===== src/rtl/mem_arbiter_if.sv =====
// Bus bundle for mem_arbiter: CPU requester port, DMA requester port and the
// single-ported memory side. The arbiter uses the slave view, its environment the master view.
interface mem_arbiter_if #(
    parameter int AW = 32,
    parameter int DW = 32
);
    logic          cpu_req;
    logic          cpu_we;
    logic [AW-1:0] cpu_addr;
    logic [DW-1:0] cpu_wdata;
    logic          cpu_ack;
    logic          cpu_err;
    logic [DW-1:0] cpu_rdata;
    logic          cpu_stall;

    logic          dma_req;
    logic          dma_we;
    logic [AW-1:0] dma_addr;
    logic [DW-1:0] dma_wdata;
    logic          dma_ack;
    logic          dma_err;
    logic [DW-1:0] dma_rdata;

    logic          mem_rd;
    logic          mem_wr;
    logic [AW-1:0] mem_addr;
    logic [DW-1:0] mem_wdata;
    logic [DW-1:0] mem_rdata;

    modport slave (
        input  cpu_req, cpu_we, cpu_addr, cpu_wdata,
        output cpu_ack, cpu_err, cpu_rdata, cpu_stall,
        input  dma_req, dma_we, dma_addr, dma_wdata,
        output dma_ack, dma_err, dma_rdata,
        output mem_rd, mem_wr, mem_addr, mem_wdata,
        input  mem_rdata
    );

    modport master (
        output cpu_req, cpu_we, cpu_addr, cpu_wdata,
        input  cpu_ack, cpu_err, cpu_rdata, cpu_stall,
        output dma_req, dma_we, dma_addr, dma_wdata,
        input  dma_ack, dma_err, dma_rdata,
        input  mem_rd, mem_wr, mem_addr, mem_wdata,
        output mem_rdata
    );
endinterface


===== src/rtl/mem_arbiter.sv =====
// Round-robin arbiter sharing one memory port between a CPU and a DMA engine.
// One access is in flight at a time: IDLE -> ISSUE -> WAIT x MEM_LAT -> RESP.
module mem_arbiter #(
    parameter int MEM_LAT = 1,
    parameter int AW      = 32,
    parameter int DW      = 32
) (
    input  logic         clk,
    input  logic         reset,
    mem_arbiter_if.slave bus
);

    typedef enum logic [1:0] {
        IDLE  = 2'd0,
        ISSUE = 2'd1,
        WAIT  = 2'd2,
        RESP  = 2'd3
    } state_t;

    typedef enum logic {
        ID_CPU = 1'b0,
        ID_DMA = 1'b1
    } id_t;

    localparam logic [3:0] LAT_LOAD = 4'(MEM_LAT - 1);

    state_t        state;
    state_t        state_nxt;
    id_t           last_grant;
    id_t           id_q;
    id_t           winner;
    logic          grant;
    logic          cpu_elig;
    logic          dma_elig;

    logic          we_q;
    logic [AW-1:0] addr_q;
    logic [DW-1:0] wdata_q;
    logic          err_q;
    logic [3:0]    cnt;
    logic [DW-1:0] cpu_rdata_q;
    logic [DW-1:0] dma_rdata_q;

    logic          misaligned;
    logic          cpu_ack;
    logic          dma_ack;

    assign misaligned = (addr_q[1:0] != 2'b00);

    // The port being acked in RESP is masked so the other side gets the next slot.
    always_comb begin
        // NOTE: every signal of this block gets a default first, so no latch is inferred.
        cpu_elig = bus.cpu_req && !(state == RESP && id_q == ID_CPU);
        dma_elig = bus.dma_req && !(state == RESP && id_q == ID_DMA);
        grant    = (state == IDLE || state == RESP) && (cpu_elig || dma_elig);
        winner   = ID_CPU;
        if (cpu_elig && dma_elig) begin
            winner = (last_grant == ID_CPU) ? ID_DMA : ID_CPU;
        end else if (dma_elig) begin
            winner = ID_DMA;
        end
    end

    always_comb begin
        state_nxt = state;
        case (state)
            IDLE:    state_nxt = grant ? ISSUE : IDLE;
            ISSUE:   state_nxt = misaligned ? RESP : WAIT;
            WAIT:    state_nxt = (cnt == 4'd0) ? RESP : WAIT;
            RESP:    state_nxt = grant ? ISSUE : IDLE;
            default: state_nxt = IDLE;
        endcase
    end

    // NOTE: state registers use non-blocking assignments so every flop samples pre-edge values.
    always_ff @(posedge clk or negedge reset) begin
        if (!reset) begin
            state <= IDLE;
        end else begin
            state <= state_nxt;
        end
    end

    always_ff @(posedge clk or negedge reset) begin
        if (!reset) begin
            last_grant <= ID_DMA;
            id_q       <= ID_CPU;
            we_q       <= 1'b0;
            addr_q     <= '0;
            wdata_q    <= '0;
        end else if (grant) begin
            last_grant <= winner;
            id_q       <= winner;
            if (winner == ID_CPU) begin
                we_q    <= bus.cpu_we;
                addr_q  <= bus.cpu_addr;
                wdata_q <= bus.cpu_wdata;
            end else begin
                we_q    <= bus.dma_we;
                addr_q  <= bus.dma_addr;
                wdata_q <= bus.dma_wdata;
            end
        end
    end

    always_ff @(posedge clk or negedge reset) begin
        if (!reset) begin
            err_q <= 1'b0;
            cnt   <= 4'd0;
        end else begin
            if (state == ISSUE) begin
                err_q <= misaligned;
                cnt   <= LAT_LOAD;
            end else if (state == WAIT && cnt != 4'd0) begin
                cnt <= cnt - 4'd1;
            end
        end
    end

    // NOTE: read-data registers are few and visible at the ports, so they sit on the async reset.
    always_ff @(posedge clk or negedge reset) begin
        if (!reset) begin
            cpu_rdata_q <= '0;
            dma_rdata_q <= '0;
        end else if (state == WAIT && cnt == 4'd0 && !we_q) begin
            if (id_q == ID_CPU) begin
                cpu_rdata_q <= bus.mem_rdata;
            end else begin
                dma_rdata_q <= bus.mem_rdata;
            end
        end
    end

    // Strobes and acks decode the state register, so an async reset clears them at once.
    assign bus.mem_rd    = (state == ISSUE) && !misaligned && !we_q;
    assign bus.mem_wr    = (state == ISSUE) && !misaligned && we_q;
    assign bus.mem_addr  = addr_q;
    assign bus.mem_wdata = wdata_q;

    assign cpu_ack       = (state == RESP) && (id_q == ID_CPU);
    assign dma_ack       = (state == RESP) && (id_q == ID_DMA);
    assign bus.cpu_ack   = cpu_ack;
    assign bus.dma_ack   = dma_ack;
    assign bus.cpu_err   = cpu_ack && err_q;
    assign bus.dma_err   = dma_ack && err_q;
    assign bus.cpu_rdata = cpu_rdata_q;
    assign bus.dma_rdata = dma_rdata_q;
    assign bus.cpu_stall = bus.cpu_req && !cpu_ack;

endmodule


===== src/flat_wrapper.sv =====
// flat-port wrapper written by rule: the top's interface ports become plain ports
module mem_arbiter_flat 
#(
    parameter int MEM_LAT = 1,
    parameter int AW      = 32,
    parameter int DW      = 32
)
  (clk, reset, bus_cpu_req, bus_cpu_we, bus_cpu_addr, bus_cpu_wdata, bus_cpu_ack, bus_cpu_err, bus_cpu_rdata, bus_cpu_stall, bus_dma_req, bus_dma_we, bus_dma_addr, bus_dma_wdata, bus_dma_ack, bus_dma_err, bus_dma_rdata, bus_mem_rd, bus_mem_wr, bus_mem_addr, bus_mem_wdata, bus_mem_rdata);
  mem_arbiter_if #(.AW(AW), .DW(DW)) bus_i ();
  input  logic clk;
  input  logic reset;
  input wire logic [$bits(bus_i.cpu_req)-1:0] bus_cpu_req;
  input wire logic [$bits(bus_i.cpu_we)-1:0] bus_cpu_we;
  input wire logic [$bits(bus_i.cpu_addr)-1:0] bus_cpu_addr;
  input wire logic [$bits(bus_i.cpu_wdata)-1:0] bus_cpu_wdata;
  output wire logic [$bits(bus_i.cpu_ack)-1:0] bus_cpu_ack;
  output wire logic [$bits(bus_i.cpu_err)-1:0] bus_cpu_err;
  output wire logic [$bits(bus_i.cpu_rdata)-1:0] bus_cpu_rdata;
  output wire logic [$bits(bus_i.cpu_stall)-1:0] bus_cpu_stall;
  input wire logic [$bits(bus_i.dma_req)-1:0] bus_dma_req;
  input wire logic [$bits(bus_i.dma_we)-1:0] bus_dma_we;
  input wire logic [$bits(bus_i.dma_addr)-1:0] bus_dma_addr;
  input wire logic [$bits(bus_i.dma_wdata)-1:0] bus_dma_wdata;
  output wire logic [$bits(bus_i.dma_ack)-1:0] bus_dma_ack;
  output wire logic [$bits(bus_i.dma_err)-1:0] bus_dma_err;
  output wire logic [$bits(bus_i.dma_rdata)-1:0] bus_dma_rdata;
  output wire logic [$bits(bus_i.mem_rd)-1:0] bus_mem_rd;
  output wire logic [$bits(bus_i.mem_wr)-1:0] bus_mem_wr;
  output wire logic [$bits(bus_i.mem_addr)-1:0] bus_mem_addr;
  output wire logic [$bits(bus_i.mem_wdata)-1:0] bus_mem_wdata;
  input wire logic [$bits(bus_i.mem_rdata)-1:0] bus_mem_rdata;
  assign bus_i.cpu_req = bus_cpu_req;
  assign bus_i.cpu_we = bus_cpu_we;
  assign bus_i.cpu_addr = bus_cpu_addr;
  assign bus_i.cpu_wdata = bus_cpu_wdata;
  assign bus_cpu_ack = bus_i.cpu_ack;
  assign bus_cpu_err = bus_i.cpu_err;
  assign bus_cpu_rdata = bus_i.cpu_rdata;
  assign bus_cpu_stall = bus_i.cpu_stall;
  assign bus_i.dma_req = bus_dma_req;
  assign bus_i.dma_we = bus_dma_we;
  assign bus_i.dma_addr = bus_dma_addr;
  assign bus_i.dma_wdata = bus_dma_wdata;
  assign bus_dma_ack = bus_i.dma_ack;
  assign bus_dma_err = bus_i.dma_err;
  assign bus_dma_rdata = bus_i.dma_rdata;
  assign bus_mem_rd = bus_i.mem_rd;
  assign bus_mem_wr = bus_i.mem_wr;
  assign bus_mem_addr = bus_i.mem_addr;
  assign bus_mem_wdata = bus_i.mem_wdata;
  assign bus_i.mem_rdata = bus_mem_rdata;
  mem_arbiter #(.MEM_LAT(MEM_LAT), .AW(AW), .DW(DW)) u_core (.clk(clk), .reset(reset), .bus(bus_i));
endmodule

===== config.mk =====
export PLATFORM = sky130hd
export DESIGN_NAME = mem_arbiter_flat
export DESIGN_NICKNAME = d
export VERILOG_FILES = /design/src/rtl/mem_arbiter_if.sv /design/src/rtl/mem_arbiter.sv /design/src/flat_wrapper.sv
export SDC_FILE = /design/constraint.sdc
export NUM_CORES = 1
export LEC_CHECK = 0
export ABC_AREA = 0
export BUFFER_PORTS_ARGS = -buffer_cell sky130_fd_sc_hd__buf_2
export CAP_MARGIN = 0
export CORE_MARGIN = 8
export CORE_UTILIZATION = 43
export CTS_BUF_LIST = sky130_fd_sc_hd__clkbuf_8
export CTS_CLUSTER_DIAMETER = 30
export DETAILED_ROUTE_END_ITERATION = 12
export GPL_TIMING_DRIVEN = 0
export PLACE_DENSITY = 0.91
export SLEW_MARGIN = 20
export SYNTH_ARGS = -nofsm -noshare
export SYNTH_HDL_FRONTEND = slang
export SYNTH_SLANG_ARGS = --single-unit

===== constraint.sdc =====
create_clock -name clk -period 1.6 [get_ports clk]
set_input_delay 0 -clock clk [delete_from_list [all_inputs] [get_ports clk]]
set_output_delay 0 -clock clk [all_outputs]
set_load 0.02 [all_outputs]

# Word level (Yosys, flattened, before mapping)
# Index checks and enable logic that the tools add are counted.
[classes] addsub=1 multipliers=0 div_mod_pow=0 order_cmp=0 eq_ne=3 shifts=0 mux=12 bitwise=1 n_reduce_logical=28
[op_table] op="$mux 32" n=2
[op_table] op="$logic_and 1x1->1" n=14
[op_table] op="$mux 4" n=2
[op_table] op="$mux 1" n=7
[op_table] op="$pmux 2 s3" n=1
[op_table] op="$eq 2x2->1 const B" n=2
[op_table] op="$logic_not 1->1" n=4
[op_table] op="$logic_not 4->1" n=1
[op_table] op="$reduce_and 2->1" n=2
[op_table] op="$reduce_bool 2->1" n=2
[op_table] op="$reduce_bool 4->1" n=1
[op_table] op="$sub 4x1->4 const B" n=1
[op_table] op="$eq 2x1->1 const B" n=1
[op_table] op="$logic_not 2->1" n=1
[op_table] op="$logic_or 1x1->1" n=2
[op_table] op="$reduce_or 2->1" n=1
[op_table] op="$not 1->1" n=1
[word_totals] register_bits=138 latchBits=0 ramBits=0 rom_bits=0 input_bits=166 output_inout_bits=135 wordCells=55 memories=0

# Logic depth before layout (Yosys ltp)
# Gate-level depths: netlist (run 1).
[depth] word_depth=8 mapped_depth=8 depth_no_buf=6

# Least setup slack after synthesis (run 1)
# Ideal clock, no wire load.
[synth_path] path_kind="register to register" start="register u_core.state[0]" end="register u_core.dma_rdata_q[10], in the netlist u_core.bus.dma_rdata[10]" setup_ns=0.125 t_arrival_ns=1.644 required_ns=1.475 setup_slack_ns=-0.169 path_stages_with_launch=8 n_path_buf=2 period_less_slack_ns=1.769 path_cell_list="dfrtp_1 -> inv_1 -> ha_1 -> nand3_1 -> or3_1 -> buf_2 -> buf_6 -> mux2_4"
[synth_via] elab_chain_cells=4
[synth_rtl] element="from (decl)" line="mem_arbiter.sv:27" rtl="state_t state;"
[synth_rtl] element="from (signal assigned)" line="mem_arbiter.sv:80" rtl="state <= state_nxt;"
[synth_rtl] element="$eq 2x2->1" line="mem_arbiter.sv:125" rtl="end else if (state == WAIT && cnt == 4'd0 && !we_q) begin"
[synth_rtl] element="$logic_and 1x1->1 (2 in series)" line="mem_arbiter.sv:125"
[synth_rtl] element="$reduce_and 2->1 (no source line)"
[synth_rtl] element="to (signal assigned)" line="mem_arbiter.sv:129" rtl="dma_rdata_q <= bus.mem_rdata;"
[synth_rtl] element="to (decl)" line="mem_arbiter.sv:42" rtl="logic [DW-1:0] dma_rdata_q;"
# Every way passes these cells.
# A chain may end at the register's enable or synchronous reset.

# Final worst setup path (run 1)
[layout_path] start="register u_core.state[1]" end="register u_core.wdata_q[17], in the netlist u_core.bus.mem_wdata[17]"
[layout_via] elab_chain_cells=7 elab_cells_between_ends=15 classes_between="1 x eq/ne; 3 x mux; 11 x reduce/logical"
[layout_rtl] element="$eq 2x2->1" line="mem_arbiter.sv:53, mem_arbiter.sv:54, mem_arbiter.sv:55"
[layout_rtl] element="$logic_and 1x1->1 (on tied branches)" line="mem_arbiter.sv:54, mem_arbiter.sv:53"
[layout_rtl] element="$logic_not 1->1 (on tied branches)" line="mem_arbiter.sv:54, mem_arbiter.sv:53"
[layout_rtl] element="$logic_and 1x1->1 (on tied branches)" line="mem_arbiter.sv:54, mem_arbiter.sv:53"
[layout_rtl] element="$mux 1 / $logic_and 1x1->1 (equally long branches)" line="mem_arbiter.sv:59, mem_arbiter.sv:57"
[layout_rtl] element="$mux 1" line="mem_arbiter.sv:57" rtl="if (cpu_elig && dma_elig) begin"
[layout_rtl] element="$mux 32" line="mem_arbiter.sv:94" rtl="if (winner == ID_CPU) begin"
[layout_rtl] element="to (signal assigned)" line="mem_arbiter.sv:97" rtl="wdata_q <= bus.cpu_wdata;"
[layout_rtl] element="to (signal assigned)" line="mem_arbiter.sv:101" rtl="wdata_q <= bus.dma_wdata;"
[layout_rtl] element="to (decl)" line="mem_arbiter.sv:38" rtl="logic [DW-1:0] wdata_q;"
# Parallel ways exist; a longest one is shown, timed or not.

==> results of run 1 <==
[synth_stat cells (all sizes together)]
master and number:
a211oi 1, a21oi 66, a2bb2oi 1, and2 2, and3 2, buf 23, clkbuf 5, dfrtp 137
dfstp 1, ha 5, inv 8, mux2 64, mux2i 68, nand2 3, nand2b 1, nand3 3
nor2 72, nor2b 2, nor3 2, o211ai 1, o21a 1, o21ai 1, or3 1, or3b 1
xnor2 1, xor2 2
[cell usage in the layout, fill, tap and decap left out, types with 5 or more instances in the layout]
cell type	count
mux2i_1	44
diode_2	5
mux2i_2	10
dfrtp_1	136
buf_12	20
a21oi_1	52
buf_4	22
dlygate4sd3_1	163
buf_16	5
buf_2	296
mux2_4	47
mux2_2	17
nor2_1	69
inv_1	6
buf_8	7
clkbuf_16	9
clkbuf_8	22
a21oi_2	13
mux2i_4	14
buf_6	14
[power breakdown]
part	switching (mW)	leakage (nW)	total (mW)	internal, mW
Sequential	1.38	1.59	6.65	5.27
Combinational	7.62	3.74	14.1	6.47
Clock	1.51	0.189	2.87	1.37
[worst max path at each step]
stage | depth (start not counted) | startpoint | slack, ns | endpoint
floorplan | 7 | u_core.state[0]$_DFF_PN0_ | -0.15 | u_core.bus.dma_rdata[10]$_DFFE_PN0P_
global placement | 1 | reset | -1.28 | u_core.bus.cpu_rdata[4]$_DFFE_PN0P_
detailed placement | 8 | u_core.state[0]$_DFF_PN0_ | -0.72 | u_core.bus.mem_wdata[27]$_DFFE_PN0P_
CTS | 6 | u_core.state[1]$_DFF_PN0_ | -0.22 | u_core.bus.dma_rdata[27]$_DFFE_PN0P_
global route | 8 | u_core.state[1]$_DFF_PN0_ | -0.45 | u_core.bus.mem_wdata[17]$_DFFE_PN0P_
finish | 8 | u_core.state[1]$_DFF_PN0_ | -0.41 | u_core.bus.mem_wdata[17]$_DFFE_PN0P_
[metrics by stage]
step	setup TNS, ns	worst slack [ns]
3_5_place_dp	-62.35	-0.718
4_1_cts	-18.62	-0.225
2_1_floorplan	-7.33	-0.148
6_report	-42.00	-0.412
5_1_grt	-47.34	-0.449
3_3_place_gp	-232.34	-1.28
[per-layer routing]
metal	vias up	wire length [microns]
met5	-	0
met4	0	1590
met3	157	3360
met2	570	15900
met1	3285	11100
li1	2711	-
[flip-flops by register name, summed over array words and instances, names as in the netlist]
register              cells
u_core.bus.mem_wdata     32
u_core.last_grant         1
u_core.id_q               1
u_core.bus.dma_rdata     32
u_core.we_q               1
u_core.bus.mem_addr      32
u_core.bus.cpu_rdata     32
u_core.state              2
u_core.err_q              1
u_core.cnt                4
[cell families after synthesis]
kind of cell | count (synthesis)
and+or+nand+nor | 89
xor gates and xnor gates | 3
buffers and inverters | 36
AOI/OAI and AO/OA | 71
adders and majority gates | 5
DFF | 138
muxes | 132
[final cells by class]
class / count / area share [%]
buffer: 27 / 4.02
clock inverter: 11 / 0.977
sequential: 138 / 30.7
inverter: 8 / 0.266
tap: 180 / 2.00
antenna: 5 / 0.111
multi-input combinational: 300 / 24.8
timing repair buffer: 512 / 34.7
clock buffer: 20 / 2.44
[repair_timing]
action,in CTS,in global routing
pin swaps,8,36
hold buffers,163,0
cloned,7,8
gates resized for setup,101,89
buffers inserted,25,10
endpoints found under the setup margin,140,140
endpoints found under the hold margin,266,0
==> flow_summary.yaml, run 1 <==
placement:
  place_area_sq_um: 7810
  dp.cells: 955
  gp_routability_congestion: 0.787
  io_buffer_count: 300
  dp_hpwl_microns: 15000
sta:
  setup_viol: 136
  fin_crit_ns: 2.01
  drv_slew: 0
  timing.final.ws_setup_ns: -0.412
  hold_viol: 0
  grt_setup_unrepaired: "true"
  hold_slack_ns: 0.0883
  worst_slew_pin_slew_ns: 0.475
  fmax_mhz: 497
  fin_skew_ns: 0.0234
  max_slew_margin_pct: 68.4
  post-route-period-util_pct: 126
finish:
  num-nets-final: 1175
  regArea_sq_um: 3460
  final_cell_count_no_fill: 1201
  multi_input_area_sq_um: 2800
  finalCoreUtilization_pct: 81.8
  final_area_sq_um: 11300
  area_growth_syn_to_layout_pct: 87.7
  drive_above_1_share_pct: 52.2
  fillCellCount: 684
run_status:
  status: "complete, but fails checks"
  violations: "negative setup slack"
grt:
  met3_usage_pct: 11.0
  grt_util_met2_pct: 53.8
  use_met1_pct: 34.2
  track_usage_pct: 31.4
  antenna_found_initial: 5
  grt-busiest-layer: "met2"
  grt_pass1_wl_microns: 43200
  grt_start_max_net_pins: 80
  overflow: 0
  grt_pass1_vias: 7362
synthesis:
  synth_seq_cells: 138
  avgSynthCellArea_sq_um: 12.7
  synth_top_family_by_area: "multiplexers"
  synth_compound_area_share_pct: 6.17
  synth_adder_area_share_pct: 1.04
  synth_top_area_share_pct: 57.1
  yosys.area_share.simple_pct: 6.17
  synth.distinct_cells: 33
  yosysWarnings: 0
  synthCells: 474
  yosys.area.top_type: "dfrtp_1"
  synthMuxAreaShare_pct: 25.2
  yosys-top-cells-area: "dfrtp_1 (57%), mux2i_1 (11%), mux2_4 (7.5%), mux2_2 (6.0%), a21oi_1 (5.4%)"
  syn_area_sq_um: 6000
  ys_seq_area_share_pct: 57.5
  syn-num-nets: 645
  synth_xor_area_share_pct: 0.438
die:
  die_h_microns: 134
  die_x_microns: 134
  num_rows: 43
  core-area_sq_um: 13800
  num_io_pins: 301
  dieArea_sq_um: 18000
  start_util_pct: 43.6
drt:
  vias: 6723
  route.detailed.drc: 0
  routed_wl_microns: 32000
  via_per_inst: 5.60
  ant_nets: 0
  wl_per_cell_microns: 26.6
  drtIter0Drc: 573
  dr.pass1.iters: 5
clocking:
  path_clk_slew_ns: 0.08
  clock_latency_ns: 0.47
  cts_buffers: 17
  cts_max_level: 4
  ctsLongestPathBuffers: 2
  cts_tree: "built"
  cts_sinks: 138
  cts_root_buf: "clkbuf_8"
worst_setup_path:
  reg2reg_setup_slack_ns: -0.41
  critical_path_class: "reg2reg"
  crit_chain: "buf_6 > ha_4 > o211ai_1 > buf_6 > clkbuf_16 > clkbuf_16 > mux2i_1 > a21oi_1"
  cp.required_ns: 1.94
  critical-path-slowest-cell: "dfrtp_1"
  reg2reg_from: "u_core.state[1]$_DFF_PN0_"
  cpPeakStageDelay_ns: 0.42
  arrival_ns: 2.35
  critPathBufInv: 4
  cp_top_family: "buffers and inverters"
  r2r-end: "u_core.bus.mem_wdata[17]$_DFFE_PN0P_"
  rr_worst_depth: 8
  start_kind: "flop"
  critPathCaptureType: "flop"
  worstPathMaxFanout: 7
power_and_ir_drop:
  cellPowerDensity_nw_per_um2: 2100
  p_leak_nw: 5.52
  finalPower_mw: 23.6
  vdd_drop_max_mv: 1.25
worst_hold_path:
  min_path_type: "in2async"
flow_run:
  drv_cap: 0
No activity file was read; power rests on OpenSTA's default activity.
==> run 2: changes to the inputs <==
--- a/config.mk
+++ b/config.mk
@@ -14,7 +14,7 @@
 export CTS_CLUSTER_DIAMETER = 30
 export DETAILED_ROUTE_END_ITERATION = 12
 export GPL_TIMING_DRIVEN = 0
-export PLACE_DENSITY = 0.91
+export PLACE_DENSITY = 0.79
 export SLEW_MARGIN = 20
 export SYNTH_ARGS = -nofsm -noshare
 export SYNTH_HDL_FRONTEND = slang
==> constraint.sdc (replaced) <==
create_clock -name clk -period 1.6 [get_ports clk]
set_input_delay 0.32 -clock clk [delete_from_list [all_inputs] [get_ports clk]]
set_output_delay 0.32 -clock clk [all_outputs]
set_load 0.02 [all_outputs]
==> run 2 against run 1 <==
The flow still finishes with violations (negative setup slack). Flip-flop and latch count unchanged. Register-to-register slack gained 0.13 ns. Final cell count shrank 14%. Non-clock buffer count is 168 lower. Final area down 15%. Global-route usage decreased by 9.3 points. Critical endpoint is now u_core.bus.mem_wdata[7]$_DFFE_PN0P_. Core utilization shrank 12 points.
==> flow_summary.yaml, run 2 (synthesized netlist as in run 1, its figures left out) <==
worst_setup_path:
  cp_num_cells: 8
  reg2reg_setup_slack_ns: -0.28
  worstPathMaxFanout: 7
  arrival_ns: 2.21
  reg2reg_from: "u_core.state[1]$_DFF_PN0_"
  cp.required_ns: 1.93
  cp-startpoint: "u_core.state[1]$_DFF_PN0_"
  r2r-end: "u_core.bus.mem_wdata[7]$_DFFE_PN0P_"
  critPathCaptureType: "flop"
  rr_worst_depth: 8
  path_common_cell: "buf_12"
  start_kind: "flop"
  critical_path_class: "reg2reg"
  critPathBufInv: 4
  cpPeakStageDelay_ns: 0.45
  cp_top_family: "buffers and inverters"
  critical-path-slowest-cell: "dfrtp_2"
  endpoint: "u_core.bus.mem_wdata[7]$_DFFE_PN0P_"
  crit_chain: "ha_4 > o211ai_1 > buf_4 > buf_12 > buf_12 > clkbuf_16 > mux2i_1 > a21oi_1"
drt:
  dr.pass1.iters: 5
  drtIter0Drc: 192
  routed_wl_microns: 20800
  via_per_inst: 5.00
  route.detailed.drc: 0
  wl_per_cell_microns: 20.2
  vias: 5148
  ant_nets: 0
grt:
  track_usage_pct: 22.2
  grt_pass1_wl_microns: 30900
  grt_start_max_net_pins: 73
  grt-busiest-layer: "met2"
  antenna_found_initial: 0
  met3_usage_pct: 8.12
  use_met1_pct: 25.1
  grt_pass1_vias: 5447
  overflow: 0
  grt_util_met2_pct: 37.5
sta:
  drv_slew: 0
  fin_skew_ns: 0.0208
  timing.final.ws_setup_ns: -0.281
  max_slew_margin_pct: 65.7
  fin_crit_ns: 1.88
  fmax_mhz: 532
  worst_slew_pin_slew_ns: 0.514
  hold_viol: 0
  grt_setup_unrepaired: "true"
  fin_tns_setup_ns: -19.87
  hold_slack_ns: 0.111
  setup_viol: 139
  post-route-period-util_pct: 118
flow_run:
  drv_cap: 0
die:
  num_io_pins: 301
  num_rows: 43
  dieArea_sq_um: 18000
  die_h_microns: 134
  core-area_sq_um: 13800
  die_x_microns: 134
  start_util_pct: 43.6
finish:
  area_growth_syn_to_layout_pct: 59.8
  drive_above_1_share_pct: 62.1
  n_antenna_cell: 0
  num-nets-final: 1007
  final_area_sq_um: 9600
  final_cell_mix: "buf_2 (293), dfrtp_1 (134), nor2_1 (67)"
  mostFrequentLayoutCell: "buf_2"
placement:
  io_buffer_count: 300
  place_area_sq_um: 7820
  dp_hpwl_microns: 14100
  gp_routability_congestion: 0.806
run_status:
  violations: "negative setup slack"
  status: "complete, but fails checks"
clocking:
  ctsLongestPathBuffers: 2
  cts_root_buf: "clkbuf_8"
  path_clk_slew_ns: 0.09
  cts_buffers: 17
  clock_latency_ns: 0.46
  cts_max_level: 4
  cts_tree: "built"
  cts_sinks: 138
power_and_ir_drop:
  vdd_drop_max_mv: 1.18
  finalPower_mw: 22.1
  p_leak_nw: 4.85
  cellPowerDensity_nw_per_um2: 2300
worst_hold_path:
  min_path_type: "in2reg"
==> run 2: how the worst min path moves through the flow <==
stage | slack, ns | cells past startpoint | to | startpoint
after detailed placement | 0.30 | 1 | u_core.bus.cpu_rdata[16]$_DFFE_PN0P_ | reset
after CTS | 0.08 | 2 | u_core.bus.dma_rdata[3]$_DFFE_PN0P_ | bus_mem_rdata[3]
after floorplan | 0.02 | 0 | u_core.bus.cpu_rdata[0]$_DFFE_PN0P_ | reset
after global placement | 0.46 | 2 | u_core.last_grant$_DFFE_PN1P_ | u_core.last_grant$_DFFE_PN1P_
final | 0.11 | 2 | u_core.bus.dma_rdata[3]$_DFFE_PN0P_ | bus_mem_rdata[3]
after global routing | 0.09 | 2 | u_core.bus.dma_rdata[3]$_DFFE_PN0P_ | bus_mem_rdata[3]
==> run 2: cell type report <==
class,count,area [sq um]
Timing Repair Buffer,344,2290
Multi-Input combinational cell,300,2720
Fill cell,967,4180
Inverter,8,30.0
Sequential cell,138,3460
Buffer,27,435
Tap cell,180,225
Clock inverter,10,139
Clock buffer,22,303
==> run 2: what timing repair did <==
action | CTS | global route
hold buffers | 1 | 0
pin swaps | 30 | 30
endpoints found under the hold margin | 65 | 0
cloned | 10 | 5
buffers inserted | 26 | 5
setup endpoints to repair | 141 | 142
gates resized for setup | 149 | 68
==> run 2: power by group <==
group	internal (mW)	switching (mW)
clock	1.75	1.37
sequential	5.27	1.09
combinational	6.04	6.53
total	13.1	9.00
==> run 2: per-stage QoR <==
stage          utilization [%]  setup slack (ns)  cells
2_1_floorplan                -            -0.148    474
3_3_place_gp              56.5             -1.65    954
3_5_place_dp              56.7            -0.572    955
4_1_cts                   67.4            -0.246   1024
5_1_grt                   69.7            -0.361   1029
6_report                  69.7            -0.281   1029
==> run 2: metal layers <==
metal / up-vias / wire, microns
met3: 29 / 1590
met4: 0 / 386
met1: 2507 / 8220
li1: 2368 / -
met2: 244 / 10600
met5: - / 0
